`config.mk`:
```
export PLATFORM = sky130hd
export DESIGN_NAME = disp_scan_sched
export DESIGN_NICKNAME = d
export VERILOG_FILES = /design/src/rtl/disp_scan_sched.sv
export SDC_FILE = /design/constraint.sdc
export NUM_CORES = 1
export LEC_CHECK = 0
export BUFFER_PORTS_ARGS = -buffer_cell sky130_fd_sc_hd__buf_2
export CORE_MARGIN = 10
export CORE_UTILIZATION = 37
export CTS_BUF_LIST = sky130_fd_sc_hd__clkbuf_4 sky130_fd_sc_hd__clkbuf_8 sky130_fd_sc_hd__clkbuf_16
export DETAILED_ROUTE_END_ITERATION = 16
export GPL_TIMING_DRIVEN = 0
export SKIP_LAST_GASP = 1
export SLEW_MARGIN = 20
export SYNTH_ARGS = -nofsm -noshare
export SYNTH_HDL_FRONTEND = slang
export SYNTH_SLANG_ARGS = --single-unit
```
`constraint.sdc`:
```
create_clock -name segclk -period 2.3 [get_ports segclk]
set_clock_uncertainty 0.1 [all_clocks]
set_input_delay 0.46 -clock segclk [delete_from_list [all_inputs] [get_ports segclk]]
set_output_delay 0.46 -clock segclk [all_outputs]
set_load 0.02 [all_outputs]
```
`src/rtl/disp_scan_sched.sv`:
```
// disp_scan_sched: four-digit seven-segment scan with score/message arbitration and frame-aligned updates
module disp_scan_sched #(
  parameter int DWELL = 4,
  parameter int BLANK = 1,
  parameter int MSG_FRAMES = 8
) (
  input  logic        segclk,
  input  logic        clr,
  input  logic [15:0] score_bcd,
  input  logic        score_vld,
  input  logic        lz_blank,
  input  logic        msg_req,
  input  logic [1:0]  msg_code,
  output logic        msg_ack,
  output logic        msg_busy,
  output logic        frame_tick,
  output logic [6:0]  seg,
  output logic [3:0]  an
);
  localparam int CW = $clog2((DWELL > BLANK ? DWELL : BLANK) + 1);
  localparam int FW = $clog2(MSG_FRAMES + 1);
  localparam logic [6:0] DGLY [16] = '{
    7'b1000000, 7'b1111001, 7'b0100100, 7'b0110000, 7'b0011001,
    7'b0010010, 7'b0000010, 7'b1111000, 7'b0000000, 7'b0010000,
    7'b0111111, 7'b0111111, 7'b0111111, 7'b0111111, 7'b0111111, 7'b0111111
  };
  localparam logic [6:0] MGLY [16] = '{
    7'b1000010, 7'b1000000, 7'b1111111, 7'b1111111,
    7'b0000110, 7'b0101011, 7'b0100001, 7'b1111111,
    7'b0111111, 7'b0111111, 7'b0111111, 7'b0111111,
    7'b0000000, 7'b0000000, 7'b0000000, 7'b0000000
  };
  typedef enum logic {LIT, GAP} phase_t;
  phase_t          ph, ph_n;
  logic [1:0]      dig, dig_n;
  logic [CW-1:0]   cnt, cnt_n;
  logic [15:0]     shadow, active;
  logic [1:0]      code;
  logic [FW-1:0]   mcnt;
  logic            last, commit, lz;
  logic [3:0]      nib;
  logic [6:0]      glyph;
  always_ff @(posedge segclk or posedge clr)
    if (clr) begin
      ph  <= LIT;
      dig <= '0;
      cnt <= '0;
    end else begin
      ph  <= ph_n;
      dig <= dig_n;
      cnt <= cnt_n;
    end
  always_comb begin
    last   = cnt == CW'(ph == LIT ? DWELL - 1 : BLANK - 1);
    commit = ph == GAP && dig == 2'd3 && cnt == '0;
    cnt_n  = last ? '0 : cnt + CW'(1);
    ph_n   = last ? (ph == LIT ? GAP : LIT) : ph;
    dig_n  = last && ph == GAP ? dig + 2'd1 : dig;
    nib    = active[{~dig, 2'b00} +: 4];
    lz     = lz_blank && dig != 2'd3 && (active >> {~dig, 2'b00}) == 16'd0;
    glyph  = msg_busy ? MGLY[{code, dig}] : lz ? 7'h7f : DGLY[nib];
  end
  always_ff @(posedge segclk or posedge clr)
    if (clr) begin
      shadow     <= '0;
      active     <= '0;
      code       <= '0;
      mcnt       <= '0;
      msg_busy   <= 1'b0;
      msg_ack    <= 1'b0;
      frame_tick <= 1'b0;
      seg        <= 7'h7f;
      an         <= 4'hf;
    end else begin
      seg        <= ph == LIT ? glyph : 7'h7f;
      an         <= ph == LIT ? ~(4'b1000 >> dig) : 4'hf;
      frame_tick <= commit;
      msg_ack    <= commit && !msg_busy && msg_req;
      if (score_vld) shadow <= score_bcd;
      if (commit) begin
        active <= score_vld ? score_bcd : shadow;
        if (!msg_busy && msg_req) begin
          msg_busy <= 1'b1;
          code     <= msg_code;
          mcnt     <= '0;
        end else if (msg_busy) begin
          if (mcnt == FW'(MSG_FRAMES - 1)) msg_busy <= 1'b0;
          mcnt <= mcnt + FW'(1);
        end
      end
    end
endmodule

```
**Word level (Yosys, flattened, before mapping)**

Memories as Yosys holds them, arrays and structs flattened.
Cells that the tools add are included.

- Logic and storage cells: 61
- Bits of input ports: 23
- Bits in read-only memories: 224
- Bits in latches: 0
- Flip-flop bits (word level): 58
- Bits in writable memories: 0
- Output and inout port bits: 14
- Memories kept: 2

- Order comparisons: 2
- Shift-type cells: 3
- $mul: 0
- Mux-type cells: 17
- Equality and inequality tests: 4
- Div/mod/pow operators: 0
- Bitwise logic cells: 4
- Add/subtract/negate cells: 3
- Reductions and logical operators: 14

Memories:

| name | depth | width | rd ports | clocked after memory_dff | write ports | line | source |
|---|---|---|---|---|---|---|---|
| (no name shown) | 16 | 7 | 1 | 0 | 0 | 61 | `glyph = msg_busy ? MGLY[{code, dig}] : lz ? 7'h7f : DGLY[nib];` |
| (no name shown) | 16 | 7 | 1 | 0 | 0 | 61 |  |

Operators by type and width:

| operator | number |
|---|---|
| two-way mux 7 bit | 7 |
| logical NOT 16 bit | 1 |
| two-way mux 16 bit | 1 |
| variable part select 16 x 5 -> 4 bit | 1 |
| right shift 16 x 4 -> 16 bit | 1 |
| two-way mux 4 bit | 3 |
| greater-or-equal comparator 5 bit, second input constant | 2 |
| inverter 4 -> 5 bit | 2 |
| logical AND 1 bit | 8 |
| adder 4 x 1 -> 4 bit, second input constant | 1 |
| equality test 4 x 3 -> 1 bit, second input constant | 1 |
| two-way mux 1 bit | 4 |
| inverter 4 bit | 1 |
| AND reduction 2 bit | 2 |
| right shift 4 x 2 -> 4 bit, first input constant | 1 |
| adder 3 x 1 -> 3 bit, second input constant | 1 |
| equality test 3 x 2 -> 1 bit | 1 |
| logical NOT 3 bit | 1 |
| two-way mux 3 bit | 1 |
| adder 2 x 1 -> 2 bit, second input constant | 1 |
| equality test 2 bit, second input constant | 1 |
| two-way mux 2 bit | 1 |
| != test 2 bit, second input constant | 1 |
| inverter 2 bit | 1 |
| 2 further kinds | 2 |

**Logic depth before layout (Yosys ltp)**

Gate-level depths: netlist of run 1.

- Depth after elaboration: 9
- Mapped depth: 8
- Mapped depth without buffers: 7

**Worst setup path before layout of run 1**

Ideal clock, no wire load.

- Path type: register to register
- Start: register dig[0]
- End: register seg[4]
- Setup slack: 149 ps
- Period minus slack after synthesis: 2151 ps
- Setup time: 94 ps
- Cell stages (with the launch flop): 9
- Arrival time: 1957 ps
- Data required time: 2106 ps
- Buffers on the path: 1
- Cells stage by stage: dfrtp_1 -> buf_6 -> mux4_1 -> inv_1 -> ha_1 -> nor2b_1 -> a221oi_1 -> a32o_1 -> a32oi_1

- Word-level cells in the longest chain between the ends: 9
- Elaborated cells on any way between the ends: 18
- Classes of those cells: 1 x eq/ne; 2 x shift; 7 x mux; 3 x bitwise; 3 x reduce/logical; 2 x memory

Ends and longest elaborated chain:

| item | line | source |
|---|---|---|
| start: declaration | 35 | `logic [1:0] dig, dig_n;` |
| start signal: assignment | 50 | `dig <= dig_n;` |
| inverter 2 bit | 59, 60 |  |
| variable part select 16 x 5 -> 4 bit | 59 | `nib = active[{~dig, 2'b00} +: 4];` |
| inverter 4 -> 5 bit (implied by the code) | 61 |  |
| memory (16 x 7 bit) | -- |  |
| two-way mux 7 bit (implied by the code) (2 in series) | 61 |  |
| two-way mux 7 bit | 61 |  |
| two-way mux 7 bit (*) | 61 |  |
| two-way mux 7 bit (*) | 75 | `seg <= ph == LIT ? glyph : 7'h7f;` |
| end signal: assignment | 75 |  |
| end: declaration | 17 | `output logic [6:0] seg,` |

Every way passes the cells marked *; elsewhere a longest branch is shown, timed or not. The select of a mux whose other input is x is not followed.
A chain may end at the register's enable or synchronous reset.

**Final worst setup path of run 1**

Ends and elaborated chain as after synthesis.

==> flow_metrics.env, run 1 <==
export IMPL_htreeDepth=3
export IMPL_total_power_mw=2.37
export IMPL_dieArea_sq_mm=0.0114
export IMPL_antenna_cells=0
export IMPL_yosys_cell_types_count=43
export IMPL_critPathCaptureType="flip-flop"
export IMPL_power_leakage_nw=1.55
export IMPL_min_path_type="in -> async"
export IMPL_path_class="reg -> reg"
export IMPL_netlist_instances=249
export IMPL_layout_min_cycle_time_ns=2.24
export IMPL_place_inst=383
export IMPL_avgRoutedWirePerCell_um=14.1
export IMPL_ys_ff_latch=58
export IMPL_root_buffer="clkbuf_8"
export IMPL_hpwl_um=4150
export IMPL_synth_edf_count=0
export IMPL_final_cells=404
export IMPL_syn_area_sq_mm=0.00280
export IMPL_async_flop_share_pct=100
export IMPL_grt_max_degree=59
export IMPL_die_h_um=107
export IMPL_cts_made_buffers=9
export IMPL_cts_tree="yes"
export IMPL_path_cells="buf_6 -> mux4_2 -> inv_2 -> ha_1 -> nor2b_1 -> a221oi_1 -> a32o_1 -> a32oi_1"
export IMPL_power_density_mw_per_mm2=712
export IMPL_coreArea_sq_mm=0.00729
export IMPL_startpoint_type="flip-flop"
export IMPL_tightest_slew_ns=0.682
export IMPL_ir_drop_mv=0.376
export IMPL_firstDrtPassIters=4
export IMPL_outcome="complete, no violations"
export IMPL_vias=1972
export IMPL_initialDrtViolationCount=68
export IMPL_syn_to_final_growth_pct=19.3
export IMPL_rows=31
export IMPL_grt_util_all_layers_pct=10.3
export IMPL_clk_latency_ns=0.33
export IMPL_avgSynthCellArea_sq_um=11.2
export IMPL_vias_per_cell=4.88
export IMPL_relSlewSlack_pct=54.5
export IMPL_fmax_mhz=446
export IMPL_drc_errors=0
export IMPL_die_x_um=107
export IMPL_io_buffers=35
export IMPL_start_util_pct=38.3
export IMPL_finalWirelength_um=5700
export IMPL_antenna_left=0
export IMPL_yosysSeqAreaShare_pct=52.4
export IMPL_final_hold_violation_count=0
export IMPL_max_stage_delay_ns=0.55
export IMPL_final_layout_size_suffix_gt1_share_pct=33.4
export IMPL_grt_pass1_vias=1982
export IMPL_yosys_warnings=0
export IMPL_fin_nets=335
export IMPL_ctsHoldBuffers=0
export IMPL_maxCapViolCount=0
export IMPL_path_delay_family="compound AO/OA/AOI/OAI gates"
export IMPL_synthFlopType="dfrtp_1"
export IMPL_slew_viol_final=0
export IMPL_grt_pass1_wl_um=9450
export IMPL_antenna_found_initial=0
export IMPL_syn_nets=284
export IMPL_critical_path_max_fanout=9
export IMPL_cp_data_arrival_time_ns=2.38
export IMPL_cpMaxStageDelayCell="mux4_2"
export IMPL_nFillCells=725
export IMPL_place_gp_congestion=0.801
export IMPL_setup_violations_final=0
export IMPL_grt_ovfl_total=0
export IMPL_cts_num_sinks=58
export IMPL_ios=37
export IMPL_critPathBufInv=2
export IMPL_cts_path_max_buffers=2
export IMPL_rsz0062_at_grt="true"
export IMPL_fin_util_pct=45.7
export IMPL_required_ns=2.44
export IMPL_fin_crit_sh_pct=97.6
export IMPL_path_clk_slew_ns=0.06
==> cells by family (layout without fill, tap and decap cells) <==
group,count (synthesis),after routing,share of synthesized area (%)
and+or+nand+nor,90,90,14.3
DFF,58,58,52.4
AOI/OAI and AO/OA,37,37,10.6
muxes,29,29,13.4
buffers and inverters,22,78,3.58
adders and majority gates,12,12,5.37
xor gates and xnor gates,1,1,0.313
==> worst reg2reg max path: stages (launching register included) <==
cell and delay [ns]:
dfrtp_1 0.38, buf_6 0.16, mux4_2 0.56, inv_2 0.10
ha_1 0.19, nor2b_1 0.06, a221oi_1 0.30, a32o_1 0.20
a32oi_1 0.11
==> sequential cells by signal, indices dropped and copies added, names as in the netlist <==
signal and cells:
seg 7, mcnt 4, an 4, frame_tick 1
dig 2, shadow 16, code 2, cnt 3
msg_busy 1, active 16, ph 1, msg_ack 1
==> area by class of cell <==
type	instances	area (sq um)	share of cell area, %
Sequential cell	58	1470	43.9
Multi-Input combinational cell	169	1230	36.8
Timing Repair Buffer	40	213	6.38
Clock buffer	15	200	6.00
Tap cell	99	124	3.71
Buffer	11	58.8	1.76
Inverter	11	43.8	1.31
Clock inverter	1	5.00	0.150
==> repair_timing <==
item                       CTS  global route
pin swaps                    1             0
cloned                       0             0
gates resized for setup      1             3
buffers inserted             1             4
setup endpoints to repair    3             2
==> stage by stage <==
stage               setup TNS [ns]  area, sq um  hold WS (ns)  setup slack [ns]
global route               -0.0450         3340         0.196           -0.0283
floorplan                        0         2800         0.338             0.149
finish                           0         3340         0.128            0.0561
CTS                       -0.00247         3310         0.158          -0.00247
detailed placement         -0.0948         3100         0.363           -0.0722
global placement            -19.21         3090         0.364            -0.408
==> cell usage in the layout (no fill, tap or decap), types with 7 or more instances in the layout <==
master    instances
buf_2            37
dfstp_2          11
inv_1             8
clkbuf_8         14
dfrtp_1          47
nor2_1            8
mux2_2           22
ha_1             12
o21ai_0           7
nand2_1          60
==> path summary, 6_finish.rpt <==
kind | cells after the start | slack, ns | to | startpoint
worst max-delay path | 8 | 0.06 | seg[4] | dig[0]
worst min-delay path | 2 | 0.13 | shadow[0] | clr
worst max register to register | 8 | 0.06 | seg[4] | dig[0]
worst min register to register | 2 | 0.37 | active[1] | active[1]
max in group asynchronous | 2 | 1.51 | shadow[5] | clr
min in group segclk | 2 | 0.27 | code[0] | msg_code[0]
==> layer usage <==
metal / up-vias / global-route usage [%] / wire length, um / part of all wire [%]
li1: 963 / - / - / -
met1: 953 / 12.3 / 2600 / 46
met2: 45 / 16.0 / 2660 / 47
met3: 11 / 3.41 / 330 / 5.8
met4: 0 / 5.80 / 104 / 1.8
met5: - / 0 / 0 / 0
==> synth_stat cells, types with 2 or more instances <==
cell,number,area (sq um)
nor3_1,2,10.0
buf_2,2,10.0
a21o_1,4,30.0
mux2_2,22,248
inv_1,11,41.3
a31oi_1,2,12.5
clkbuf_1,6,22.5
nand2b_1,6,37.5
o21ai_1,2,10.0
nor2_1,8,30.0
o21ai_0,8,40.0
o211ai_1,2,15.0
dfstp_2,11,289
a32oi_1,4,35.0
mux4_2,2,45.0
or4_1,2,15.0
a21oi_1,2,10.0
ha_1,12,150
nor2b_1,4,25.0
a22o_1,2,17.5
o22a_1,2,17.5
nand2_1,60,225
nand4b_1,2,17.5
mux2i_1,3,30.0
buf_6,2,22.5
a32o_1,2,20.0
mux4_1,2,52.6
dfrtp_1,47,1180
==> power by group <==
part	internal, mW	switching [mW]
registers	1.11	0.0396
clock network	0.549	0.387
logic	0.131	0.157
No activity file was read; power rests on OpenSTA's default activity.
==> inputs of run 2 (changes only) <==
--- a/config.mk
+++ b/config.mk
@@ -8,9 +8,7 @@
 export BUFFER_PORTS_ARGS = -buffer_cell sky130_fd_sc_hd__buf_2
 export CORE_MARGIN = 10
 export CORE_UTILIZATION = 37
-export CTS_BUF_LIST = sky130_fd_sc_hd__clkbuf_4 sky130_fd_sc_hd__clkbuf_8 sky130_fd_sc_hd__clkbuf_16
 export DETAILED_ROUTE_END_ITERATION = 16
-export GPL_TIMING_DRIVEN = 0
 export SKIP_LAST_GASP = 1
 export SLEW_MARGIN = 20
 export SYNTH_ARGS = -nofsm -noshare
==> run 2 against run 1 <==
Worst setup slack better by 0.14 ns; combinational power is 6% lower; sequential share of layout area is 0.070 points higher; final cell count is 1.2% lower; critical path depth is 1 lower; die area stayed put; sequential cell count stayed put; total power is 1.2% higher; clock power is 3.8% higher; utilization hardly changed.
==> flow_metrics.env, run 2 (synthesis results as in run 1) <==
export IMPL_outcome="complete, no violations"
export IMPL_drc_errors=0
export IMPL_avgRoutedWirePerCell_um=14.1
export IMPL_startpoint_type="flip-flop"
export IMPL_tightest_slew_ns=0.491
export IMPL_maxCapViolCount=0
export IMPL_path_delay_family="buffers and inverters"
export IMPL_antenna_cells=0
export IMPL_final_cell_mix="nand2_1, dfrtp_1, buf_2"
export IMPL_place_ws_ns=0.139
export IMPL_cts_tree="yes"
export IMPL_max_stage_delay_ns=0.45
export IMPL_grt_util_all_layers_pct=10.7
export IMPL_clk_latency_ns=0.34
export IMPL_cpMaxStageDelayCell="dfrtp_2"
export IMPL_nFillCells=700
export IMPL_path_cells="buf_4 -> ha_1 -> buf_4 -> nor4b_1 -> buf_4 -> nand4_1 -> a32oi_1"
export IMPL_reg_top3="active (16), shadow (16), seg (7)"
export IMPL_path_class="reg -> reg"
export IMPL_ir_drop_mv=0.395
export IMPL_layout_commonest_cell="nand2_1"
export IMPL_finalWirelength_um=5610
export IMPL_place_gp_congestion=0.822
export IMPL_antenna_left=0
export IMPL_vias_per_cell=4.90
export IMPL_rsz0062_at_grt="false"
export IMPL_critPathBufInv=3
export IMPL_fin_ws_ns=0.199
export IMPL_syn_to_final_growth_pct=19.2
export IMPL_ios=37
export IMPL_firstDrtPassIters=4
export IMPL_fin_nets=330
export IMPL_coreArea_sq_mm=0.00729
export IMPL_root_buffer="clkbuf_8"
export IMPL_grt_pass1_vias=1989
export IMPL_final_hold_violation_count=0
export IMPL_multi_input_area_sq_mm=0.00123
export IMPL_die_h_um=107
export IMPL_htreeDepth=3
export IMPL_min_path_type="in -> async"
export IMPL_io_buffers=36
export IMPL_fmax_mhz=476
export IMPL_die_x_um=107
export IMPL_start_util_pct=38.3
export IMPL_fin_setup_tns_ns=0
export IMPL_dieArea_sq_mm=0.0114
export IMPL_required_ns=2.45
export IMPL_power_leakage_nw=1.55
export IMPL_final_cells=399
export IMPL_slew_viol_final=0
export IMPL_cp_data_arrival_time_ns=2.25
export IMPL_layout_min_cycle_time_ns=2.10
export IMPL_path_clk_slew_ns=0.07
export IMPL_grt_max_degree=37
export IMPL_rrSetupSlack_ns=0.20
export IMPL_initialDrtViolationCount=80
export IMPL_fin_crit_sh_pct=91.3
export IMPL_place_inst=383
export IMPL_cts_made_buffers=9
export IMPL_antenna_found_initial=0
export IMPL_critPathCaptureType="flip-flop"
export IMPL_rows=31
export IMPL_setup_violations_final=0
export IMPL_critical_path_max_fanout=8
export IMPL_relSlewSlack_pct=67.2
export IMPL_grt_pass1_wl_um=9700
export IMPL_cts_num_sinks=58
export IMPL_cts_path_max_buffers=2
export IMPL_hpwl_um=4140
export IMPL_regArea_sq_mm=0.00147
export IMPL_final_layout_size_suffix_gt1_share_pct=33.7
export IMPL_grt_ovfl_total=0
export IMPL_vias=1956
export IMPL_cpMostUsedCell="buf_4"
export IMPL_post_cts_setup_buffer_count=0
export IMPL_power_density_mw_per_mm2=721
run 2: layout make-up:
type | instances | share of cell area [%]
Tap cell | 99 | 3.72
Timing Repair Buffer | 46 | 8.03
Sequential cell | 58 | 44.0
Multi-Input combinational cell | 169 | 36.8
Inverter | 11 | 1.24
Clock buffer | 14 | 5.18
Clock inverter | 2 | 1.05
run 2: path summary, 6_finish.rpt:
check,from,endpoint,cells after the start
setup / recovery,dig[0],seg[6],7
hold / removal,clr,cnt[2],2
setup reg to reg,dig[0],seg[6],7
hold reg to reg,active[0],active[0],2
max in group asynchronous,clr,dig[0],3
min in group segclk,msg_code[0],code[0],2
run 2: metal layers:
| metal | GRT usage, % | share of wire, % |
|---|---|---|
| met1 | 12.6 | 45 |
| met2 | 16.4 | 46 |
| met3 | 4.73 | 7.0 |
| met4 | 4.64 | 1.8 |
| met5 | 0 | 0 |
run 2: report_power, final:
| group | internal (mW) | total [mW] | leakage [nW] | switching [mW] |
|---|---|---|---|---|
| Combinational | 0.126 | 0.272 | 0.759 | 0.146 |
| Sequential | 1.11 | 1.16 | 0.685 | 0.0482 |
| Clock | 0.588 | 0.972 | 0.107 | 0.384 |
run 2: metrics by stage:
step                util, %  area (sq um)  total power [mW]  hold WS [ns]
floorplan                 -          2800              1.36         0.338
global placement       42.9          3130              1.45         0.372
detailed placement     42.9          3130              1.46         0.369
CTS                    45.7          3340              2.45        0.0387
global route           45.7          3330              2.52        0.0727
finish                 45.7          3330              2.40        0.0433
run 2: repair_timing:
action / in CTS / in global routing
hold buffers: 0 / 0
resized for setup: 0 / 2
endpoints found under the setup margin: 0 / 2
